## src/rtl/jesd_sysref_gen_if.sv

```systemverilog
// Bundles the SYSREF generator's config, start/stop handshake and status outputs.
// Master drives config and requests; slave (the generator) drives status and SYSREF.
interface jesd_sysref_gen_if #(
  parameter int LMFC_W = 10,
  parameter int PLEN_W = 4,
  parameter int CNT_W  = 8
);
  logic [LMFC_W-1:0] cfg_lmfc_period;
  logic [PLEN_W-1:0] cfg_pulse_len;
  logic [1:0]        cfg_mode;
  logic [CNT_W-1:0]  cfg_num_pulses;
  logic              start;
  logic              stop;
  logic              lmfc_tick;
  logic              sysref_out;
  logic              busy;
  logic              done;
  logic [CNT_W-1:0]  pulse_cnt;

  modport master (
    output cfg_lmfc_period, cfg_pulse_len, cfg_mode, cfg_num_pulses, start, stop,
    input  lmfc_tick, sysref_out, busy, done, pulse_cnt
  );

  modport slave (
    input  cfg_lmfc_period, cfg_pulse_len, cfg_mode, cfg_num_pulses, start, stop,
    output lmfc_tick, sysref_out, busy, done, pulse_cnt
  );
endinterface

```

## src/rtl/jesd_sysref_gen.sv

```systemverilog
// LMFC-aligned JESD204 SYSREF generator (continuous / gapped / one-shot); JESD_SYSREF_DIFF_OUT_EN adds a pad pair.
// Latency: first SYSREF edge on the first LMFC tick after start; pad outputs lag sysref_out by one cycle.
// Backpressure: none; start is dropped unless idle, stop is honoured only at pulse boundaries.
module jesd_sysref_gen #(
  parameter int LMFC_W = 10,
  parameter int PLEN_W = 4,
  parameter int CNT_W  = 8
) (
  input  logic               coreclk,
  input  logic               rst_n,
  jesd_sysref_gen_if.slave   bus
`ifdef JESD_SYSREF_DIFF_OUT_EN
  ,
  output logic               sysref_pad_p,
  output logic               sysref_pad_n
`endif
);

  typedef enum logic [2:0] {S_IDLE, S_ARM, S_PULSE, S_GAP, S_FINISH} state_t;
  typedef enum logic [1:0] {M_OFF = 2'b00, M_CONT = 2'b01, M_GAPD = 2'b10, M_ONE = 2'b11} mode_t;

  state_t            state, state_nxt;
  mode_t             mode_q;
  logic [LMFC_W-1:0] lmfc_cnt, cnt_nxt, p_eff, len_ext, len_eff;
  logic              tick_nxt, tick_q;
  logic [PLEN_W-1:0] len_q, len_cnt;
  logic [CNT_W-1:0]  num_q, pulse_cnt_q;
  logic              stop_pend, accept, pulse_end, more;
  logic              sysref_q, busy_q, done_q;

  always_comb begin
    p_eff    = (bus.cfg_lmfc_period < LMFC_W'(2)) ? LMFC_W'(2) : bus.cfg_lmfc_period;
    cnt_nxt  = (lmfc_cnt >= p_eff - LMFC_W'(1)) ? '0 : lmfc_cnt + LMFC_W'(1);
    tick_nxt = (cnt_nxt == '0);
    len_ext  = LMFC_W'(bus.cfg_pulse_len);
    // Keep at least one low cycle per period so a continuous train never merges pulses.
    len_eff  = (len_ext == '0) ? LMFC_W'(1) :
               (len_ext >= p_eff) ? p_eff - LMFC_W'(1) : len_ext;
  end

  assign accept    = (state == S_IDLE) && (bus.cfg_mode != 2'b00) && bus.start && !bus.stop;
  assign pulse_end = (len_cnt == len_q);
  assign more      = (mode_q == M_CONT) || ((mode_q == M_GAPD) && (pulse_cnt_q < num_q));

  always_comb begin
    state_nxt = state;
    case (state)
      S_IDLE:   if (accept) state_nxt = S_ARM;
      S_ARM:    if (bus.stop) state_nxt = S_FINISH;
                else if (tick_nxt) state_nxt = S_PULSE;
      S_PULSE:  if (pulse_end) state_nxt = (bus.stop || stop_pend || !more) ? S_FINISH : S_GAP;
      S_GAP:    if (bus.stop) state_nxt = S_FINISH;
                else if (tick_nxt) state_nxt = more ? S_PULSE : S_FINISH;
      S_FINISH: state_nxt = S_IDLE;
      default:  state_nxt = S_IDLE;
    endcase
  end

  always_ff @(posedge coreclk or negedge rst_n) begin
    if (!rst_n) begin
      state       <= S_IDLE;
      lmfc_cnt    <= '0;
      tick_q      <= 1'b0;
      sysref_q    <= 1'b0;
      busy_q      <= 1'b0;
      done_q      <= 1'b0;
      mode_q      <= M_OFF;
      len_q       <= '0;
      len_cnt     <= '0;
      num_q       <= '0;
      pulse_cnt_q <= '0;
      stop_pend   <= 1'b0;
    end else begin
      state    <= state_nxt;
      lmfc_cnt <= cnt_nxt;
      tick_q   <= tick_nxt;
      // Outputs decode the next state so the first high cycle lands on the tick cycle.
      sysref_q <= (state_nxt == S_PULSE);
      busy_q   <= (state_nxt == S_ARM) || (state_nxt == S_PULSE) || (state_nxt == S_GAP);
      done_q   <= (state_nxt == S_FINISH);

      if (accept) begin
        mode_q      <= mode_t'(bus.cfg_mode);
        len_q       <= PLEN_W'(len_eff);
        num_q       <= (bus.cfg_num_pulses == '0) ? CNT_W'(1) : bus.cfg_num_pulses;
        pulse_cnt_q <= '0;
        stop_pend   <= 1'b0;
      end else if ((state_nxt == S_PULSE) && (state != S_PULSE) && (pulse_cnt_q != '1)) begin
        pulse_cnt_q <= pulse_cnt_q + CNT_W'(1);
      end

      if (state_nxt == S_PULSE)
        len_cnt <= (state == S_PULSE) ? len_cnt + PLEN_W'(1) : PLEN_W'(1);

      if ((state == S_PULSE) && bus.stop)
        stop_pend <= 1'b1;
    end
  end

  assign bus.lmfc_tick  = tick_q;
  assign bus.sysref_out = sysref_q;
  assign bus.busy       = busy_q;
  assign bus.done       = done_q;
  assign bus.pulse_cnt  = pulse_cnt_q;

`ifdef JESD_SYSREF_DIFF_OUT_EN
  logic pad_q;

  always_ff @(posedge coreclk or negedge rst_n) begin
    if (!rst_n) pad_q <= 1'b0;
    else        pad_q <= sysref_q;
  end

  assign sysref_pad_p = pad_q;
  assign sysref_pad_n = ~pad_q;
`endif

endmodule

```

## src/flat_wrapper.sv

```systemverilog
// flat-port wrapper written by rule: the top's interface ports become plain ports
module jesd_sysref_gen_flat 
#(
  parameter int LMFC_W = 10,
  parameter int PLEN_W = 4,
  parameter int CNT_W  = 8
)
  (coreclk, rst_n, bus_cfg_lmfc_period, bus_cfg_pulse_len, bus_cfg_mode, bus_cfg_num_pulses, bus_start, bus_stop, bus_lmfc_tick, bus_sysref_out, bus_busy, bus_done, bus_pulse_cnt);
  jesd_sysref_gen_if #(.LMFC_W(LMFC_W), .PLEN_W(PLEN_W), .CNT_W(CNT_W)) bus_i ();
  input  logic coreclk;
  input  logic rst_n;
  input wire logic [$bits(bus_i.cfg_lmfc_period)-1:0] bus_cfg_lmfc_period;
  input wire logic [$bits(bus_i.cfg_pulse_len)-1:0] bus_cfg_pulse_len;
  input wire logic [$bits(bus_i.cfg_mode)-1:0] bus_cfg_mode;
  input wire logic [$bits(bus_i.cfg_num_pulses)-1:0] bus_cfg_num_pulses;
  input wire logic [$bits(bus_i.start)-1:0] bus_start;
  input wire logic [$bits(bus_i.stop)-1:0] bus_stop;
  output wire logic [$bits(bus_i.lmfc_tick)-1:0] bus_lmfc_tick;
  output wire logic [$bits(bus_i.sysref_out)-1:0] bus_sysref_out;
  output wire logic [$bits(bus_i.busy)-1:0] bus_busy;
  output wire logic [$bits(bus_i.done)-1:0] bus_done;
  output wire logic [$bits(bus_i.pulse_cnt)-1:0] bus_pulse_cnt;
  assign bus_i.cfg_lmfc_period = bus_cfg_lmfc_period;
  assign bus_i.cfg_pulse_len = bus_cfg_pulse_len;
  assign bus_i.cfg_mode = bus_cfg_mode;
  assign bus_i.cfg_num_pulses = bus_cfg_num_pulses;
  assign bus_i.start = bus_start;
  assign bus_i.stop = bus_stop;
  assign bus_lmfc_tick = bus_i.lmfc_tick;
  assign bus_sysref_out = bus_i.sysref_out;
  assign bus_busy = bus_i.busy;
  assign bus_done = bus_i.done;
  assign bus_pulse_cnt = bus_i.pulse_cnt;
  jesd_sysref_gen #(.LMFC_W(LMFC_W), .PLEN_W(PLEN_W), .CNT_W(CNT_W)) u_core (.coreclk(coreclk), .rst_n(rst_n), .bus(bus_i));
endmodule
```

## config.mk

```make
export PLATFORM = sky130hd
export DESIGN_NAME = jesd_sysref_gen_flat
export DESIGN_NICKNAME = d
export VERILOG_FILES = /design/src/rtl/jesd_sysref_gen_if.sv /design/src/rtl/jesd_sysref_gen.sv /design/src/flat_wrapper.sv
export SDC_FILE = /design/constraint.sdc
export NUM_CORES = 1
export LEC_CHECK = 0
export ABC_AREA = 1
export CAP_MARGIN = 10
export CORE_UTILIZATION = 25
export CTS_BUF_LIST = sky130_fd_sc_hd__clkbuf_16
export DETAILED_ROUTE_END_ITERATION = 8
export REMOVE_ABC_BUFFERS = 1
export SYNTH_ARGS = -nofsm -noshare
export SYNTH_HDL_FRONTEND = slang
export SYNTH_SLANG_ARGS = --single-unit
```

## constraint.sdc

```tcl
create_clock -name coreclk -period 6.1 [get_ports coreclk]
set_input_delay 0.61 -clock coreclk [delete_from_list [all_inputs] [get_ports coreclk]]
set_output_delay 0.61 -clock coreclk [all_outputs]
set_load 0.03 [all_outputs]
```

# == Word level (Yosys, flattened, before mapping) ==
# Index checks and enable logic that the tools add are counted.
# word_totals
register_bits,44
wordCells,72
# classes
add_sub_neg,4
n_lt_le_gt_ge,4
n_eq_ne,12
n_mux,19
n_reduce_logical,21
# ops
operator,count
2-to-1 mux 3 bit,8
2-to-1 mux 8 bit,3
2-to-1 mux 10 bit,2
== test 3 x 2 -> 1 bit (second input constant),4
2-to-1 mux 4 bit,3
case mux 3 bit (4 select lines),1
adder 10 x 1 -> 10 bit (second input constant),1
greater-or-equal comparator 10 bit,1
greater-or-equal comparator 4 x 10 -> 1 bit,1
logical NOT 10 bit,1
less-than comparator 10 x 2 -> 1 bit (second input constant),1
subtractor 10 x 1 -> 10 bit (second input constant),1
adder 8 x 1 -> 8 bit (second input constant),1
logical NOT 8 bit,1
less-than comparator 8 bit,1
!= test 8 bit (second input constant),1
logical AND 1 bit,7
== test 3 x 1 -> 1 bit (second input constant),2
nonzero test 2 bit,3
logical OR 1 bit,5
adder 4 x 1 -> 4 bit (second input constant),1
== test 4 bit,1
logical NOT 4 bit,1
== test 3 bit (second input constant),1
6 further kinds,8

# == Depth between registers and ports, before layout ==
# Gate-level depths: netlist of run 1.
# logic_depth
ltp_word,14
mapped_depth,28
depth_no_buf,28

# == Least setup slack after synthesis of run 1 ==
# OpenSTA, ideal clock, no wires.
# synth_path
path_kind,input port to flip-flop
from,input port bus_cfg_lmfc_period[7]
to,"register u_core.pulse_cnt_q[2], in the netlist u_core.bus.pulse_cnt[2]"
setup_time_ns,0.067
arrival_time_ns,3.491
required_ns,6.033
path_slack_ns,2.543
path_stages,26
n_path_buf,0
cell_sequence,nor2_1 inv_1 nor2_1 nand2_1 o21ai_0 ha_1 nand2_1 nor2_1 xnor2_1 ha_1 nand2_1 nor2_1 nand2_1 nor2_1 nor2_2 inv_2 nor2_1 nor2_2 nand2_1 nand2_1 nand2_1 nor2_4 nand4_4 nand2_4 nand2_1 nand2_1
# synth_between
elab_chain_cells,13
# synth_lines
element,line,text
from (decl),flat_wrapper.sv:12,input wire logic [$bits(bus_i.cfg_lmfc_period)-1:0] bus_cfg_lmfc_period;
less-than comparator 10 x 2 -> 1 bit,jesd_sysref_gen.sv:32,p_eff = (bus.cfg_lmfc_period < LMFC_W'(2)) ? LMFC_W'(2) : bus.cfg_lmfc_period;
2-to-1 mux 10 bit (*),jesd_sysref_gen.sv:32,
subtractor 10 x 1 -> 10 bit (*),jesd_sysref_gen.sv:33,cnt_nxt = (lmfc_cnt >= p_eff - LMFC_W'(1)) ? '0 : lmfc_cnt + LMFC_W'(1);
greater-or-equal comparator 10 bit (*),jesd_sysref_gen.sv:33,
2-to-1 mux 10 bit (*),jesd_sysref_gen.sv:33,
named net u_core.cnt_nxt[9],jesd_sysref_gen.sv:24,"logic [LMFC_W-1:0] lmfc_cnt, cnt_nxt, p_eff, len_ext, len_eff;"
logical NOT 10 bit (*),jesd_sysref_gen.sv:34,tick_nxt = (cnt_nxt == '0);
2-to-1 mux 3 bit (on tied branches),"jesd_sysref_gen.sv:53, jesd_sysref_gen.sv:50",
2-to-1 mux 3 bit (on tied branches),"jesd_sysref_gen.sv:52, jesd_sysref_gen.sv:49",
case mux 3 bit (4 select lines) (*),jesd_sysref_gen.sv:47,case (state)
== test 3 x 2 -> 1 bit (*),jesd_sysref_gen.sv:88,end else if ((state_nxt == S_PULSE) && (state != S_PULSE) && (pulse_cnt_q != '1)) begin
logical AND 1 bit (*) (2 in series),jesd_sysref_gen.sv:88,
nonzero test 2 bit (no source line) (*),n/a,
to (signal assigned),jesd_sysref_gen.sv:89,pulse_cnt_q <= pulse_cnt_q + CNT_W'(1);
to (decl),jesd_sysref_gen.sv:27,"logic [CNT_W-1:0] num_q, pulse_cnt_q;"
# The timed path passes the listed nets; every way through them passes the cells marked *.
# A chain may end at the register's enable or synchronous reset.

# == Worst setup path after layout of run 1 ==
# layout_path
from,input port bus_cfg_lmfc_period[6]
to,"register u_core.pulse_cnt_q[3], in the netlist u_core.bus.pulse_cnt[3]"
# The elaborated chain is that of the path after synthesis.

==> impl_metrics.py, run 1 <==
metrics = {
    "layout": {
        "diodes": 0,
        "design.final.nets": 487,
        "areaGrowthSynthToFinish_pct": 23.8,
        "final_cells": 578,
        "layout-drive-gt1-share": 0.0667,
        "most-common-layout-cells": "nand2_1 (103), inv_1 (53), dfrtp_1 (44), nor2_1 (38), clkdlybuf4s50_1 (38)",
        "most_common_cell_after_layout_fill_and_taps_aside": "nand2_1",
    },
    "place": {
        "post_dp_hpwl_mm": 5.12,
        "place.gp.congestion": 0.835,
        "place_worst_setup_slack_ns": 1.51,
        "dp.cells": 570,
        "placement.io_buffers": 39,
    },
    "logic_synthesis": {
        "synth-async-reset-ratio": 1.00,
        "synth_seq_area_share": 0.377,
        "netlist_instances": 392,
        "number_of_flops_mapped_to_enable_cells_by_yosys": 0,
        "syn-cell-area_um2": 2920,
        "number_of_library_cell_types_mapped_by_synthesis": 30,
        "synth-main-ff-cell": "dfrtp_1",
        "synth-warning-count": 0,
        "syn_area_per_cell_um2": 7.46,
        "postSynthRegisterBits": 44,
    },
    "setup_path": {
        "critPathKind": "primary input to register",
        "crit_path_end": "u_core.bus.pulse_cnt[3]",
        "critical_path_arrival_ns": 4.52,
        "worst-endpoint-required_ns": 6.31,
        "cp-startpoint": "bus_cfg_lmfc_period[6]",
        "timing.critical_path.to_type": "register",
        "worstPathMaxFanout": 10,
        "worst_r2r_path_depth": 7,
        "rr_startpoint": "u_core.state[1]",
        "timing.critical_path.from_type": "primary input",
        "ff2ff_setup_slack_ns": 3.32,
        "worst_r2r_endpoint": "u_core.len_q[0]",
    },
    "sta": {
        "final_min_period_over_clock_period": 0.706,
        "tns_ns": 0,
        "grt_setup_unrepaired": "false",
        "fin_crit_ns": 4.30,
        "worst_clk_skew_ns": 0.0110,
        "max_freq_mhz": 232,
        "final-hold-violation-count": 0,
        "post-route-worst-setup-slack_ns": 1.80,
        "worst_hold_slack_ns": 0.487,
        "slew_violations": 0,
        "slew-limit-headroom": 0.345,
        "setup_viol": 0,
        "worst-slew-pin-transition_ns": 0.982,
    },
    "clock_tree": {
        "numCtsBuffers": 5,
        "cts.clk_slew.worst_paths_ns": 0.06,
        "latest_clock_arrival_within_the_worst_skew_pair_ns": 0.29,
        "clock_tree.htree_level_count": 2,
        "tritoncts_num_sinks": 44,
        "cts_tree": "done",
        "cts-resized-gates": 0,
        "clock_tree.root_cell": "clkbuf_16",
        "cts_post_setup_buffers_inserted": 0,
        "holdBufCountCts": 0,
        "ctsLongestPathBuffers": 2,
    },
    "pwr": {
        "p_leak_nw": 1.81,
        "power.ir.vdd_worst_mv": 0.127,
        "switching_share": 0.393,
        "comb_power_share": 0.382,
        "internal_power_uw": 717,
        "total_power_mw": 1.18,
        "clkPwrFrac": 0.224,
        "sequentialPowerShare": 0.394,
        "power_per_unit_of_standard_cell_area_nw_per_um2": 327,
        "net-switching-power_uw": 465,
    },
    "floorplan": {
        "coreArea_um2": 11400,
        "dieWidth_um": 110,
        "initial_utilization": 0.256,
        "die_height_um": 110,
        "io_pins": 40,
        "floorplan.die_area_um2": 12100,
        "fp-row-count": 39,
    },
    "route": {
        "totalWireLength_mm": 6.64,
        "number_of_nets_still_failing_antenna_checks_after_routing": 0,
        "via_count_normalized_by_instance_count": 4.42,
        "routed-via-count": 2554,
        "drt_first_iter_violations": 125,
        "post_detailed_route_drc_marker_count": 0,
        "post_drt_wl_per_cell_um": 11.5,
        "first_pass_iters": 4,
    },
    "grt": {
        "grt_usage": 0.119,
        "antenna_found_initial": 0,
        "grt_pass1_vias": 2659,
        "grt_pass1_wl_mm": 11.5,
        "overflow": 0,
        "largest_net_degree_at_the_start_of_global_routing": 45,
    },
    "flow_run": {
        "maxCapViolCount": 0,
    },
    "outcome": {
        "status": "completed",
    },
    "min_path": {
        "hold_path.class": "primary input to async pin",
    },
}
## routing by layer
metal | routed length [µm] | GRT usage | share of wire
met1 | 3220 | 0.147 | 0.49
met2 | 3150 | 0.216 | 0.48
met3 | 194 | 0.0176 | 0.029
met4 | 67 | 0.0273 | 0.010
met5 | 0 | 0 | 0
## Yosys cell counts (all sizes together) (7+ instances only)
| cell | n | area, µm² |
|---|---|---|
| inv | 59 | 221 |
| nand3 | 22 | 110 |
| nor2 | 45 | 196 |
| xnor2 | 7 | 61.3 |
| ha | 25 | 313 |
| nand4 | 7 | 58.8 |
| nor3 | 8 | 40.0 |
| nand2 | 107 | 417 |
| dfrtp | 44 | 1100 |
| o21ai | 24 | 120 |
| a21oi | 15 | 75.1 |
| xor2 | 9 | 78.8 |
## worst min path at each step
stage / start / end / slack [ns] / depth (start not counted)
2_1_floorplan: rst_n / u_core.bus.busy / 0.31 / 0
3_3_place_gp: u_core.num_q[7] / u_core.num_q[7] / 0.47 / 2
3_5_place_dp: u_core.num_q[4] / u_core.num_q[4] / 0.48 / 2
4_1_cts: u_core.num_q[4] / u_core.num_q[4] / 0.50 / 2
5_1_grt: u_core.mode_q[0] / u_core.mode_q[0] / 0.53 / 2
6_report: rst_n / u_core.bus.sysref_out / 0.49 / 1
## flip-flops by register name, indices dropped and copies added (netlist names)
| signal | flops |
|---|---|
| u_core.bus.lmfc_tick | 1 |
| u_core.mode_q | 2 |
| u_core.bus.pulse_cnt | 8 |
| u_core.bus.done | 1 |
| u_core.lmfc_cnt | 10 |
| u_core.num_q | 8 |
| u_core.len_cnt | 4 |
| u_core.stop_pend | 1 |
| u_core.state | 3 |
| u_core.len_q | 4 |
| u_core.bus.sysref_out | 1 |
| u_core.bus.busy | 1 |
## logic make-up after synthesis
| logic type | count (synthesis) | synth area share |
|---|---|---|
| adder cells (fa/ha/maj) | 25 | 0.107 |
| flip-flops | 44 | 0.377 |
| AND/OR/NAND/NOR | 197 | 0.299 |
| XOR/XNOR | 16 | 0.0479 |
| buffers and inverters | 63 | 0.0809 |
| AO/OA/AOI/OAI | 47 | 0.0890 |
## power groups by stage
stage	Clock (mW)	Sequential, mW	Combinational (mW)
after global routing	0.283	0.479	0.526
final	0.265	0.466	0.451
after detailed placement	0	0.471	0.454
after global placement	0	0.469	0.437
after floorplan	0	0.469	0.305
after CTS	0.273	0.466	0.458
## stage by stage
step	area, µm²	util
final	3620	0.317
after global placement	3470	0.304
after global routing	3620	0.317
after detailed placement	3470	0.304
after CTS	3620	0.317
after floorplan	2910	-
## layout make-up
type	count	area (µm²)
Clock inverter	3	21.3
Sequential cell	44	1100
Multi-Input combinational cell	285	1590
Clock buffer	5	125
Inverter	59	221
Fill cell	1246	7800
Tap cell	143	179
Timing Repair Buffer	39	385
## critical path, stage by stage
cell,delay [ns]
clkdlybuf4s50_1,0.46
nor2_1,0.15
inv_1,0.08
nor2_1,0.14
nand2_1,0.06
o21ai_0,0.40
ha_1,0.30
nand2_1,0.10
nor2_1,0.14
xnor2_1,0.08
ha_1,0.27
nand2_1,0.06
nor2_1,0.13
nand2_1,0.07
nor2_1,0.11
nor2_2,0.08
inv_2,0.15
nor2_1,0.09
nor2_2,0.12
nand2_1,0.10
nand2_1,0.07
nand2_1,0.08
nor2_4,0.19
nand4_4,0.20
nand2_4,0.14
nand2_1,0.07
nand2_1,0.07
Power figures use the tool's default switching activity.
==> inputs of run 2 (changes only) <==
Clock period 6.1 ns to 3.45 ns, I/O delays scaled along.
==> impl_metrics.py, run 2 (same netlist as run 1, synthesis figures left out) <==
metrics = {
    "outcome": {
        "status": "completed",
    },
    "place": {
        "place.gp.congestion": 0.818,
        "placement.io_buffers": 39,
        "dp.cells": 599,
        "post_dp_hpwl_mm": 5.18,
    },
    "route": {
        "post_detailed_route_drc_marker_count": 0,
        "routed-via-count": 2823,
        "via_count_normalized_by_instance_count": 4.45,
        "post_drt_wl_per_cell_um": 12.2,
        "drt_first_iter_violations": 110,
        "first_pass_iters": 4,
        "totalWireLength_mm": 7.73,
        "number_of_nets_still_failing_antenna_checks_after_routing": 0,
    },
    "sta": {
        "slew_violations": 0,
        "slew-limit-headroom": 0.325,
        "max_freq_mhz": 300,
        "worst_hold_slack_ns": 0.230,
        "final_min_period_over_clock_period": 0.966,
        "final-hold-violation-count": 0,
        "setup_viol": 0,
        "grt_setup_unrepaired": "true",
        "worst-slew-pin-transition_ns": 1.01,
        "fin_crit_ns": 3.33,
        "worst_clk_skew_ns": 0.00375,
    },
    "pwr": {
        "p_leak_nw": 2.14,
        "clkPwrFrac": 0.209,
        "comb_power_share": 0.410,
        "power_per_unit_of_standard_cell_area_nw_per_um2": 516,
        "net-switching-power_uw": 831,
        "sequentialPowerShare": 0.381,
        "internal_power_mw": 1.32,
        "power.ir.vdd_worst_mv": 0.255,
        "switching_share": 0.386,
    },
    "setup_path": {
        "critical_path_arrival_ns": 3.51,
        "worst-endpoint-required_ns": 3.63,
        "timing.critical_path.to_type": "register",
        "timing.critical_path.from_type": "primary input",
        "worstPathMaxFanout": 8,
        "critPathKind": "primary input to register",
    },
    "floorplan": {
        "floorplan.die_area_um2": 12100,
        "die_height_um": 110,
        "dieWidth_um": 110,
        "coreArea_um2": 11400,
        "fp-row-count": 39,
        "initial_utilization": 0.256,
        "io_pins": 40,
    },
    "layout": {
        "most-common-layout-cells": "nand2_1 (97), buf_4 (56), inv_1 (51), dfrtp_1 (44), clkdlybuf4s50_1 (30)",
        "utilization": 0.365,
        "diodes": 0,
        "design.final.nets": 544,
        "areaGrowthSynthToFinish_pct": 42.5,
        "seqCellArea_um2": 1100,
        "layout-drive-gt1-share": 0.226,
        "multi_input_area_um2": 1720,
        "final_cells": 635,
        "nFillCells": 1198,
        "regMostFlops": "u_core.lmfc_cnt",
        "most_common_cell_after_layout_fill_and_taps_aside": "nand2_1",
        "max_ffs_per_register": 10,
    },
    "clock_tree": {
        "latest_clock_arrival_within_the_worst_skew_pair_ns": 0.28,
        "clock_tree.root_cell": "clkbuf_16",
        "ctsLongestPathBuffers": 2,
        "holdBufCountCts": 0,
        "cts_tree": "done",
        "cts.clk_slew.worst_paths_ns": 0.06,
        "tritoncts_num_sinks": 44,
        "clock_tree.htree_level_count": 2,
        "numCtsBuffers": 5,
    },
    "grt": {
        "largest_net_degree_at_the_start_of_global_routing": 45,
        "antenna_found_initial": 0,
        "overflow": 0,
        "grt_pass1_vias": 2835,
        "grt_pass1_wl_mm": 12.7,
        "grt_usage": 0.135,
    },
    "flow_run": {
        "maxCapViolCount": 0,
    },
    "min_path": {
        "hold_path.class": "primary input to async pin",
    },
}
## run 2: cell count changes in the layout (fill, tap and decap cells not counted), sizes merged
cell / change
clkdlybuf4s50: -8
dlymetal6s2s: +4
nand4: +1
inv: +1
buf: +56
clkinvlp: -1
dlygate4sd2: +4
## run 2: final timing paths
| check | slack (ns) | startpoint | to | cells after the start |
|---|---|---|---|---|
| worst max-delay path | 0.12 | bus_cfg_lmfc_period[8] | u_core.len_q[0] | 25 |
| worst min-delay path | 0.23 | rst_n | u_core.bus.pulse_cnt[2] | 1 |
| worst max register to register | 0.93 | u_core.lmfc_cnt[0] | u_core.bus.lmfc_tick | 20 |
| worst min register to register | 0.49 | u_core.num_q[7] | u_core.num_q[7] | 2 |
| max in group asynchronous | 2.59 | rst_n | u_core.len_cnt[3] | 1 |
| min in group coreclk | 0.49 | u_core.num_q[7] | u_core.num_q[7] | 2 |
## run 2: per-stage QoR
step | power, mW | cell area [µm²] | setup WS, ns | TNS [ns]
after global placement | 1.63 | 3690 | -0.398 | -4.89
final | 2.15 | 4170 | 0.119 | 0
after detailed placement | 1.66 | 3690 | -0.455 | -5.95
after floorplan | 1.37 | 2910 | 0.122 | 0
after CTS | 2.16 | 4070 | 0.00402 | 0
after global routing | 2.35 | 4170 | -0.0239 | -0.0769
## run 2: critical path: stages
cell and delay (ns):
dlygate4sd2_1 0.26, nor2_2 0.14, inv_2 0.07, buf_4 0.13
buf_4 0.12, buf_4 0.12, buf_4 0.13, buf_4 0.13
buf_4 0.12, buf_4 0.12, buf_4 0.12, buf_4 0.12
buf_4 0.12, buf_4 0.12, buf_4 0.12, buf_4 0.12
buf_4 0.12, buf_4 0.12, buf_4 0.12, nor3_1 0.17
buf_4 0.17, nor2_1 0.04, a211o_1 0.23, o21ai_0 0.08
inv_1 0.05
## run 2: routing by layer
layer | vias up | part of all wire | track usage
met5 | - | 0 | 0
li1 | 1451 | - | -
met1 | 1305 | 0.45 | 0.160
met4 | 0 | 0.020 | 0.0461
met2 | 51 | 0.50 | 0.243
met3 | 16 | 0.031 | 0.0253
## run 2: layout make-up
cell class / count / area share
clock buffers: 5 / 0.0300
clock inverters: 3 / 0.00270
inverters: 59 / 0.0531
multi-input cells: 286 / 0.412
flip-flops and latches: 44 / 0.264
well taps: 143 / 0.0429
repair buffers: 95 / 0.195
## run 2: timing repair
| action | CTS | global route |
|---|---|---|
| pin swaps | 18 | 16 |
| setup endpoints to repair | 13 | 18 |
| gates cloned | 1 | 0 |
| resized for setup | 22 | 23 |
| setup buffers | 24 | 3 |
## run 2: power groups by stage
stage               Combinational (mW)  Clock [mW]  Sequential [mW]
floorplan                        0.540           0            0.829
CTS                              0.876       0.464            0.822
global route                      1.02       0.489            0.841
detailed placement               0.827           0            0.830
global placement                 0.807           0            0.824
finish                           0.882       0.450            0.819
